==> src/rtl/alu_operand_sequencer.sv <==
// rtl/alu_operand_sequencer.sv - debounced pushbutton operand loader feeding the 2-bit ALU pack
module alu_operand_sequencer #(
    parameter int DB_COUNT = 50000,
    parameter int DB_WIDTH = 16
) (
    input  logic       clk,
    input  logic       rst,
    input  logic       btn_next,
    input  logic [1:0] sw,
    output logic [1:0] a,
    output logic [1:0] b,
    output logic       cin,
    output logic [1:0] select,
    output logic       op_valid,
    output logic [2:0] state_led,
    output logic [7:0] exec_count
);

    typedef enum logic [2:0] {
        LOAD_A   = 3'd0,
        LOAD_B   = 3'd1,
        LOAD_CIN = 3'd2,
        LOAD_SEL = 3'd3,
        EXEC     = 3'd4
    } state_t;

    localparam logic [DB_WIDTH-1:0] DB_LAST = DB_WIDTH'(DB_COUNT - 1);

    logic [2:0]          state;
    logic                btn_meta;
    logic                btn_sync;
    logic [1:0]          sync_fill;
    logic [DB_WIDTH-1:0] db_cnt;
    logic                btn_stable;
    logic                btn_stable_d;
    logic                armed;
    logic                press;

    assign state_led = state;

    always_ff @(posedge clk or posedge rst) begin
        if (rst) begin
            btn_meta  <= 1'b0;
            btn_sync  <= 1'b0;
            sync_fill <= 2'b00;
        end else begin
            btn_meta  <= btn_next;
            btn_sync  <= btn_meta;
            sync_fill <= {sync_fill[0], 1'b1};
        end
    end

    always_ff @(posedge clk or posedge rst) begin
        if (rst) begin
            db_cnt     <= '0;
            btn_stable <= 1'b0;
        end else if (btn_sync == btn_stable) begin
            db_cnt <= '0;
        end else if (db_cnt == DB_LAST) begin
            btn_stable <= btn_sync;
            db_cnt     <= '0;
        end else begin
            db_cnt <= db_cnt + 1'b1;
        end
    end

    // A button held through reset must be seen released before it may press.
    always_ff @(posedge clk or posedge rst) begin
        if (rst) begin
            btn_stable_d <= 1'b0;
            armed        <= 1'b0;
            press        <= 1'b0;
        end else begin
            btn_stable_d <= btn_stable;
            if (sync_fill[1] && !btn_sync && !btn_stable)
                armed <= 1'b1;
            press <= armed & btn_stable & ~btn_stable_d;
        end
    end

    always_ff @(posedge clk or posedge rst) begin
        if (rst) begin
            state      <= LOAD_A;
            a          <= 2'b00;
            b          <= 2'b00;
            cin        <= 1'b0;
            select     <= 2'b00;
            op_valid   <= 1'b0;
            exec_count <= 8'd0;
        end else begin
            op_valid <= 1'b0;
            case (state)
                LOAD_A: if (press) begin
                    a     <= sw;
                    state <= LOAD_B;
                end
                LOAD_B: if (press) begin
                    b     <= sw;
                    state <= LOAD_CIN;
                end
                LOAD_CIN: if (press) begin
                    cin   <= sw[0];
                    state <= LOAD_SEL;
                end
                LOAD_SEL: if (press) begin
                    select     <= sw;
                    state      <= EXEC;
                    op_valid   <= 1'b1;
                    exec_count <= exec_count + 8'd1;
                end
                EXEC: if (press) begin
                    state <= LOAD_A;
                end
                default: state <= LOAD_A;
            endcase
        end
    end

endmodule

==> config.mk <==
export PLATFORM = sky130hd
export DESIGN_NAME = alu_operand_sequencer
export DESIGN_NICKNAME = d
export VERILOG_FILES = /design/src/rtl/alu_operand_sequencer.sv
export SDC_FILE = /design/constraint.sdc
export NUM_CORES = 1
export LEC_CHECK = 0
export ABC_AREA = 1
export BUFFER_PORTS_ARGS = -buffer_cell sky130_fd_sc_hd__buf_2
export CAP_MARGIN = 5
export CORE_AREA = 2 2 69 71
export CTS_CLUSTER_SIZE = 8
export DETAILED_ROUTE_END_ITERATION = 8
export DIE_AREA = 0 0 71 73
export PLACE_DENSITY = 0.66
export SLEW_MARGIN = 30
export SYNTH_ARGS = -nofsm -noshare
export SYNTH_HDL_FRONTEND = slang
export SYNTH_SLANG_ARGS = --single-unit
==> constraint.sdc <==
create_clock -name clk -period 1.2 [get_ports clk]
set_input_delay 0.18 -clock clk [delete_from_list [all_inputs] [get_ports clk]]
set_output_delay 0.18 -clock clk [all_outputs]
set_load 0.01 [all_outputs]
==> results of run 1 <==
-- flip-flops by register name, indices dropped and copies added (netlist names) --
register,cells
db_cnt,16
exec_count,8
state_led,3
a,2
b,2
select,2
sync_fill,2
armed,1
btn_meta,1
btn_stable,1
btn_stable_d,1
btn_sync,1
cin,1
op_valid,1
press,1
-- layer usage --
layer,track usage,part of all wire,vias to the layer above
met5,0,0,-
met4,0.0755,0.026,0
met3,0.0359,0.030,8
met2,0.248,0.51,31
met1,0.201,0.43,758
li1,-,-,783
-- kinds of logic after synthesis --
family	after synthesis	share of synthesized area
buffers and inverters	30	0.0575
flip-flops	43	0.549
AND/OR/NAND/NOR	109	0.255
other	1	0.00191
AO/OA/AOI/OAI	19	0.0524
XOR/XNOR	15	0.0709
adder cells (fa/ha/maj)	2	0.0128
-- through the flow --
stage | setup TNS, ns | std cells | util
floorplan | 0 | 219 | -
global placement | 0 | 304 | 0.491
detailed placement | -0.120 | 304 | 0.491
CTS | -0.00483 | 315 | 0.520
global route | -0.713 | 330 | 0.582
finish | -0.00560 | 330 | 0.582
-- worst paths after layout --
| kind | to |
|---|---|
| max | db_cnt[9] |
| min | b[1] |
| max reg2reg | db_cnt[9] |
| min reg2reg | btn_sync |
| max in group asynchronous | btn_stable |
| min in group asynchronous | db_cnt[11] |
-- worst register-to-register path, delay by kind of cell, from the launching register on --
kind | cells | cell delay, ns
and+or+nand+nor | 5 | 0.46
AOI/OAI and AO/OA | 1 | 0.14
buffers and inverters | 1 | 0.13
DFF | 1 | 0.42
-- area by class of cell --
cell class	count	area, um2	area share
multi-input combinational	146	933	0.354
clock inverter	3	26.3	0.00996
sequential	43	1080	0.411
inverter	30	115	0.0436
tap	54	67.6	0.0256
clock buffer	5	68.8	0.0261
timing repair buffer	49	343	0.130
-- layout by cell type (no fill, tap or decap), drive strengths merged --
cell          n
inv          32
dfrtp        43
o21bai        2
o21ai        13
clkinv        1
dlygate4sd3   2
conb          1
xnor2         5
clkbuf        5
o211ai        1
nand2        50
nor3          3
xor2         10
nor2         38
nand3        18
buf          47
a21oi         3
ha            2
-- power groups by stage --
stage / clock, uW / sequential [uW] / combinational [uW]
6_report: 979 / 1480 / 123
5_1_grt: 1080 / 1480 / 140
4_1_cts: 1020 / 1480 / 104
3_5_place_dp: 0 / 1510 / 92.3
3_3_place_gp: 0 / 1500 / 91.5
2_1_floorplan: 0 / 1500 / 56.4
-- timing repair --
item,in CTS,in global routing
setup endpoints to repair,10,22
pin swaps,3,19
setup buffers,1,15
hold buffers,2,0
endpoints found under the hold margin,44,0
gates resized for setup,2,49
==> reports/metrics.yaml, run 1 <==
status:
  status: "finished, violations left"
  violations: "setup timing"
clock_tree:
  clkSinkCount: 43
  cts_buffer_depth: 2
  h-tree-depth: 2
  clk_latency_ns: 0.30
  cts_tree: "done"
  root_buffer: "clkbuf_8"
  cts_made_buffers: 5
  clk_pin_slew_ns: 0.09
setup_path:
  r2r_slack_ns: -0.005
  cp_top_family: "simple AND/OR/NAND/NOR gates"
  worst-path-buf-inv: 1
  start_kind: "register"
  crit_chain: "buf_6 -> nand2_4 -> nor2_4 -> nand2_2 -> o21ai_2 -> nand3_1 -> nor2_1"
  cp-startpoint: "db_cnt[1]"
  max_stage_delay_ns: 0.42
  worstPathMaxFanout: 3
  critPathKind: "register to register"
  r2r-start: "db_cnt[1]"
  arrival_ns: 1.44
  end_kind: "register"
  cp.required_ns: 1.44
  ff2ff_path_depth: 7
  slowest_stage: "dfrtp_1"
  critical_path_cell_count: 7
drt:
  vias: 1580
  drt_iter0_markers: 50
  postRouteAntennaNets: 0
  drc: 0
  drtPass1Iterations: 4
  vias_per_cell: 4.79
  post_drt_wl_per_cell_um: 12.0
  routed_wl_mm: 3.97
place:
  io_buffers: 23
  post-place-ws_ns: -0.0239
  gp_congestion: 0.831
  placed_area_um2: 2230
  dp_hpwl_mm: 2.58
timing:
  grt_setup_unrepaired: "yes"
  period_minus_slack_ns: 1.20
  setup_viol: 2
  fin_crit_sh: 1.00
  clock_skew_ns: 0.00317
  slew_violations: 0
  fin_ws_ns: -0.00453
  hold_slack_ns: 0.146
  hold_viol: 0
  fmax_mhz: 830
cells_and_area:
  nNetsFinal: 282
  areaGrowthSynthToFinish_pct: 34.6
  fill_cells: 401
  drive_gt1_frac: 0.395
  diodes: 0
  finalInstanceArea_um2: 2640
global_routing:
  grt_pass1_vias: 1428
  grt_pass1_wl_mm: 6.30
  antenna_found_initial: 0
  grt_use_total: 0.156
  globalRoute.totalOverflow: 0
  grt_max_degree: 44
min_path:
  hold_depth: 3
  hold_start: "sw[1]"
  hold_class: "primary input to register"
synthesis:
  synth-edff-count: 0
  yosysSeqAreaShare: 0.549
  yosys_warnings: 0
  syn_area_per_cell_um2: 8.95
  synth.area.top_cells: "dfrtp_1, nand2_1, nor2_1, inv_1, nand3_1"
  syn_nets: 226
  yosys-top-cells-count: "dfrtp_1, nand2_1, nor2_1"
  postSynthCellCount: 219
  synth-main-ff-cell: "dfrtp_1"
  yosysTopAreaCell: "dfrtp_1"
  synth_top_area_share: 0.549
  netlist_area_um2: 1960
  ys_types: 22
  synth-async-reset-ratio: 1.00
  ys_ff_latch: 43
pwr:
  p_sw_frac: 0.245
  seqPwrFrac: 0.573
  combPwrFrac: 0.048
  leakagePower_uw: 0.00130
  clkPwrFrac: 0.379
  vdd_drop_max_v: 0.000573
  p_per_area_nw_per_um2: 979
  p_sw_uw: 633
  internal-power_uw: 1950
  total_power_uw: 2580
floorplanning:
  die_h_um: 73
  core_area_um2: 4540
  ioPinCount: 24
  initial_core_util: 0.432
  die-area_um2: 5180
  die_w_um: 71
  row_count: 25
job:
  drv_cap: 0
Note: power is estimated with default switching activity, not from simulation.
==> inputs of run 2 (changes only) <==
PLACE_DENSITY = 0.65   (was 0.66)
==> run 2 against run 1 <==
  * The flow still finishes with violations (setup timing)
  * First-iteration DRC count unchanged
  * Critical path depth decreased by 1
  * Count of clock-buffer cells in the layout unchanged
  * Largest power group unchanged
  * Highest routed layer unchanged
  * Sequential share of layout area increased by 0.96 points
  * Combinational power about the same
  * Die area unchanged
==> reports/metrics.yaml, run 2 (same netlist as run 1, synthesis figures left out) <==
floorplanning:
  row_count: 25
  die_w_um: 71
  core_area_um2: 4540
  die_h_um: 73
  ioPinCount: 24
  initial_core_util: 0.432
  die-area_um2: 5180
global_routing:
  grt_max_degree: 44
  antenna_found_initial: 0
  grt_use_total: 0.164
  grt_pass1_vias: 1516
  globalRoute.totalOverflow: 0
  grt_pass1_wl_mm: 6.56
clock_tree:
  clk_pin_slew_ns: 0.09
  root_buffer: "clkbuf_8"
  h-tree-depth: 2
  cts_buffer_depth: 2
  cts_tree: "done"
  clkSinkCount: 43
  clk_latency_ns: 0.30
  cts_made_buffers: 5
setup_path:
  arrival_ns: 1.39
  worstPathMaxFanout: 3
  end_kind: "register"
  worst-path-buf-inv: 1
  critPathKind: "register to register"
  cp.required_ns: 1.38
  r2r_slack_ns: -0.008
  cp_top_family: "flip-flops"
  crit_chain: "ha_4 -> nand3_4 -> inv_2 -> nand2_1 -> xor2_1 -> nor2_1"
  slowest_stage: "dfrtp_1"
  max_stage_delay_ns: 0.44
  start_kind: "register"
cells_and_area:
  final_common_cell: "dfrtp_1"
  multi_input_area_um2: 910
  fill_cells: 396
  finalNonFillerCells: 323
  regArea_um2: 1080
  areaGrowthSynthToFinish_pct: 31.5
  post-route-util: 0.568
  diodes: 0
  nNetsFinal: 276
  top_register: "db_cnt"
  largest_reg_flops: 16
  drive_gt1_frac: 0.357
  layout_common_cells: "dfrtp_1, nand2_1, inv_1"
drt:
  drc: 0
  routed_wl_mm: 3.88
  vias_per_cell: 4.67
  drtPass1Iterations: 4
  postRouteAntennaNets: 0
  met2_length_mm: 1.88
  top_layer: "met4"
  m1WireLength_mm: 1.76
  vias: 1509
  drt_iter0_markers: 50
  met3WireLength_um: 148
  post_drt_wl_per_cell_um: 12.0
place:
  io_buffers: 23
  gp_congestion: 0.803
  dp_hpwl_mm: 2.52
  post-place-ws_ns: -0.0302
  dp_cells: 302
timing:
  clock_skew_ns: 0.0113
  grt_setup_unrepaired: "yes"
  setup_viol: 1
  fin_crit_sh: 1.01
  fmax_mhz: 828
  period_minus_slack_ns: 1.21
  fin_ws_ns: -0.00795
  hold_viol: 0
  slew_violations: 0
pwr:
  p_per_area_nw_per_um2: 1050
  leakagePower_uw: 0.00128
  total_power_uw: 2710
  vdd_drop_max_v: 0.000665
job:
  drv_cap: 0
min_path:
  hold_class: "primary input to register"
status:
  status: "finished, violations left"
  violations: "setup timing"
-- run 2: cell types whose count changed in the layout (fill, tap and decap cells not counted), moves of 2 or more --
| cell | delta |
|---|---|
| buf_4 | -6 |
| inv_6 | -3 |
| nor2_2 | -3 |
| nand2_1 | +2 |
| nand2_2 | -2 |
| nor2_1 | +2 |
-- run 2: what timing repair did --
action                                 in CTS  in global routing
hold buffers                                2                  0
endpoints found under the hold margin      44                  0
resized for setup                           2                 41
pin swaps                                   3                 15
buffers inserted                            4                  8
setup endpoints to repair                  10                 20
-- run 2: path summary, 6_finish.rpt --
check	startpoint	end	depth (start not counted)
setup / recovery	db_cnt[1]	db_cnt[8]	6
hold / removal	sw[1]	a[1]	3
setup reg to reg	db_cnt[1]	db_cnt[8]	6
hold reg to reg	sync_fill[0]	sync_fill[1]	0
max in group asynchronous	rst	btn_stable	4
min in group asynchronous	rst	state_led[1]	4
-- run 2: worst register-to-register path, stage by stage (launching register included) --
cell and delay, ns:
dfrtp_1 0.44, ha_4 0.20, nand3_4 0.11, inv_2 0.05, nand2_1 0.07, xor2_1 0.18
nor2_1 0.06
-- run 2: per-layer routing --
layer,track usage,vias up
li1,-,769
met3,0.0497,11
met1,0.209,700
met4,0.0671,0
met5,0,-
met2,0.264,29
-- run 2: area by class of cell --
class,count,area share
multi-input combinational,146,0.353
sequential,43,0.420
inverter,30,0.0437
tap,54,0.0262
clock inverter,2,0.0146
clock buffer,5,0.0267
timing repair buffer,43,0.116
-- run 2: metrics by stage --
| stage | instance area [um2] | TNS (ns) | hold WS, ns |
|---|---|---|---|
| after floorplan | 1970 | 0 | 0.211 |
| after global placement | 2210 | 0 | 0.230 |
| after detailed placement | 2210 | -0.124 | 0.232 |
| after CTS | 2380 | 0 | 0.164 |
| after global routing | 2580 | -0.852 | 0.176 |
| final | 2580 | -0.00795 | 0.169 |
-- run 2: report_power, final --
part	leakage, uW	internal (uW)	switching (uW)
combinational	0.000690	53.8	67.6
clock	0.0000502	609	496
sequential	0.000537	1460	17.1
total	0.00128	2130	581
==> inputs of run 3 (changes only) <==
CORE_AREA = 2 2 65 67   (was 2 2 69 71)
DIE_AREA = 0 0 67 69   (was 0 0 71 73)
PLACE_DENSITY = 0.72   (was 0.65)
==> run 3 against run 2 <==
  * Largest power group unchanged
  * Global-route usage increased by 1.9 points
  * Clock skew decreased by 0.0045 ns
  * The run still ends with setup timing left
  * Fmax decreased by 1.1%
  * Register-to-register slack about the same
  * Clock power increased by 5%
  * Via count decreased by 1.3%
  * Flip-flop and latch count unchanged
  * Combinational power about the same
  * Worst hold slack improved by 0.0034 ns
  * Power increased by 1.6%
  * Count of clock-buffer cells in the layout increased by 1
==> reports/metrics.yaml, run 3 (same netlist as run 1, synthesis figures left out) <==
drt:
  drtPass1Iterations: 5
  drt_iter0_markers: 117
  postRouteAntennaNets: 0
  post_drt_wl_per_cell_um: 12.0
  vias: 1489
  drc: 0
  routed_wl_mm: 3.79
  vias_per_cell: 4.73
timing:
  fin_ws_ns: -0.0217
  grt_setup_unrepaired: "yes"
  clock_skew_ns: 0.00685
  slew_violations: 0
  period_minus_slack_ns: 1.22
  fmax_mhz: 819
  fin_setup_tns_ns: -0.108
  hold_viol: 0
  fin_crit_sh: 1.02
  hold_slack_ns: 0.172
  setup_viol: 9
setup_path:
  critPathKind: "register to register"
  cp.required_ns: 1.39
  worstPathMaxFanout: 7
  arrival_ns: 1.41
  start_kind: "register"
  end_kind: "register"
place:
  dp_hpwl_mm: 2.54
  placed_area_um2: 2200
  io_buffers: 23
  gp_congestion: 0.825
clock_tree:
  root_buffer: "clkbuf_8"
  clk_pin_slew_ns: 0.08
  cts_tree: "done"
  clk_latency_ns: 0.29
  cts_buffer_depth: 2
  clkSinkCount: 43
  h-tree-depth: 2
  cts_made_buffers: 5
floorplanning:
  die_w_um: 67
  core_area_um2: 3910
  die-area_um2: 4620
  row_count: 23
  ioPinCount: 24
  initial_core_util: 0.501
  die_h_um: 69
status:
  status: "finished, violations left"
  violations: "setup timing"
pwr:
  p_per_area_nw_per_um2: 1080
  total_power_uw: 2750
  vdd_drop_max_v: 0.000946
  leakagePower_uw: 0.00125
cells_and_area:
  final_common_cell: "nand2_1"
  layout_common_cells: "nand2_1, dfrtp_1, inv_1"
  fill_cells: 320
  diodes: 0
  areaGrowthSynthToFinish_pct: 29.6
  nNetsFinal: 271
  largest_reg_flops: 16
  finalInstanceArea_um2: 2540
  post-route-util: 0.649
  top_register: "db_cnt"
  drive_gt1_frac: 0.340
global_routing:
  globalRoute.totalOverflow: 0
  grt_pass1_vias: 1424
  grt_max_degree: 27
  grt_use_total: 0.184
  antenna_found_initial: 0
  grt_pass1_wl_mm: 6.42
min_path:
  hold_class: "primary input to register"
job:
  drv_cap: 0
## run 3: worst max-delay path, cell delays in order, from the launching register on
cell	delay, ns
dfrtp_1	0.43
nor2_1	0.13
nand3_1	0.13
nor2_4	0.16
nand2_4	0.09
nand2_4	0.11
nor2_1	0.06
## run 3: final cells by class
cell class,instances,area [um2],area share
Inverter,30,113,0.0444
Clock inverter,2,35.0,0.0138
Tap cell,50,62.6,0.0246
Sequential cell,43,1080,0.426
Clock buffer,6,82.6,0.0325
Multi-Input combinational cell,146,921,0.363
Timing Repair Buffer,38,244,0.0961
## run 3: repair_timing
item,4_1_cts,5_1_grt
setup endpoints to repair,11,18
pin swaps,8,11
hold endpoints to repair,44,0
buffers inserted,0,6
gates resized for setup,10,29
hold buffers,2,0
## run 3: path summary, 6_finish.rpt
path	from	endpoint	slack, ns	depth (start not counted)
worst max-delay path	db_cnt[4]	db_cnt[8]	-0.02	6
worst min-delay path	sw[1]	a[1]	0.17	3
worst min register to register	btn_meta	btn_sync	0.35	0
worst max register to register	db_cnt[4]	db_cnt[8]	-0.02	6
min in group asynchronous	rst	op_valid	0.46	4
max in group asynchronous	rst	db_cnt[10]	0.42	4
## run 3: where the power goes
part / total (uW) / switching [uW] / internal, uW
combinational: 122 / 71.5 / 50.7
clock: 1150 / 474 / 673
sequential: 1480 / 17.4 / 1460
total: 2750 / 563 / 2190
## run 3: routing by layer
metal	global-route usage	routed length, um	vias to the layer above	share of wire
met5	0	0	-	0
li1	-	-	765	-
met3	0.0473	176	9	0.046
met1	0.263	1770	683	0.47
met4	0.0816	79	0	0.021
met2	0.261	1770	32	0.47
## run 3: through the flow
stage                     setup slack, ns  std cells
after global placement            0.00179        299
after global routing              -0.0901        315
after detailed placement          -0.0220        299
after CTS                        -0.00759        309
after floorplan                   0.00897        219
final                             -0.0217        315
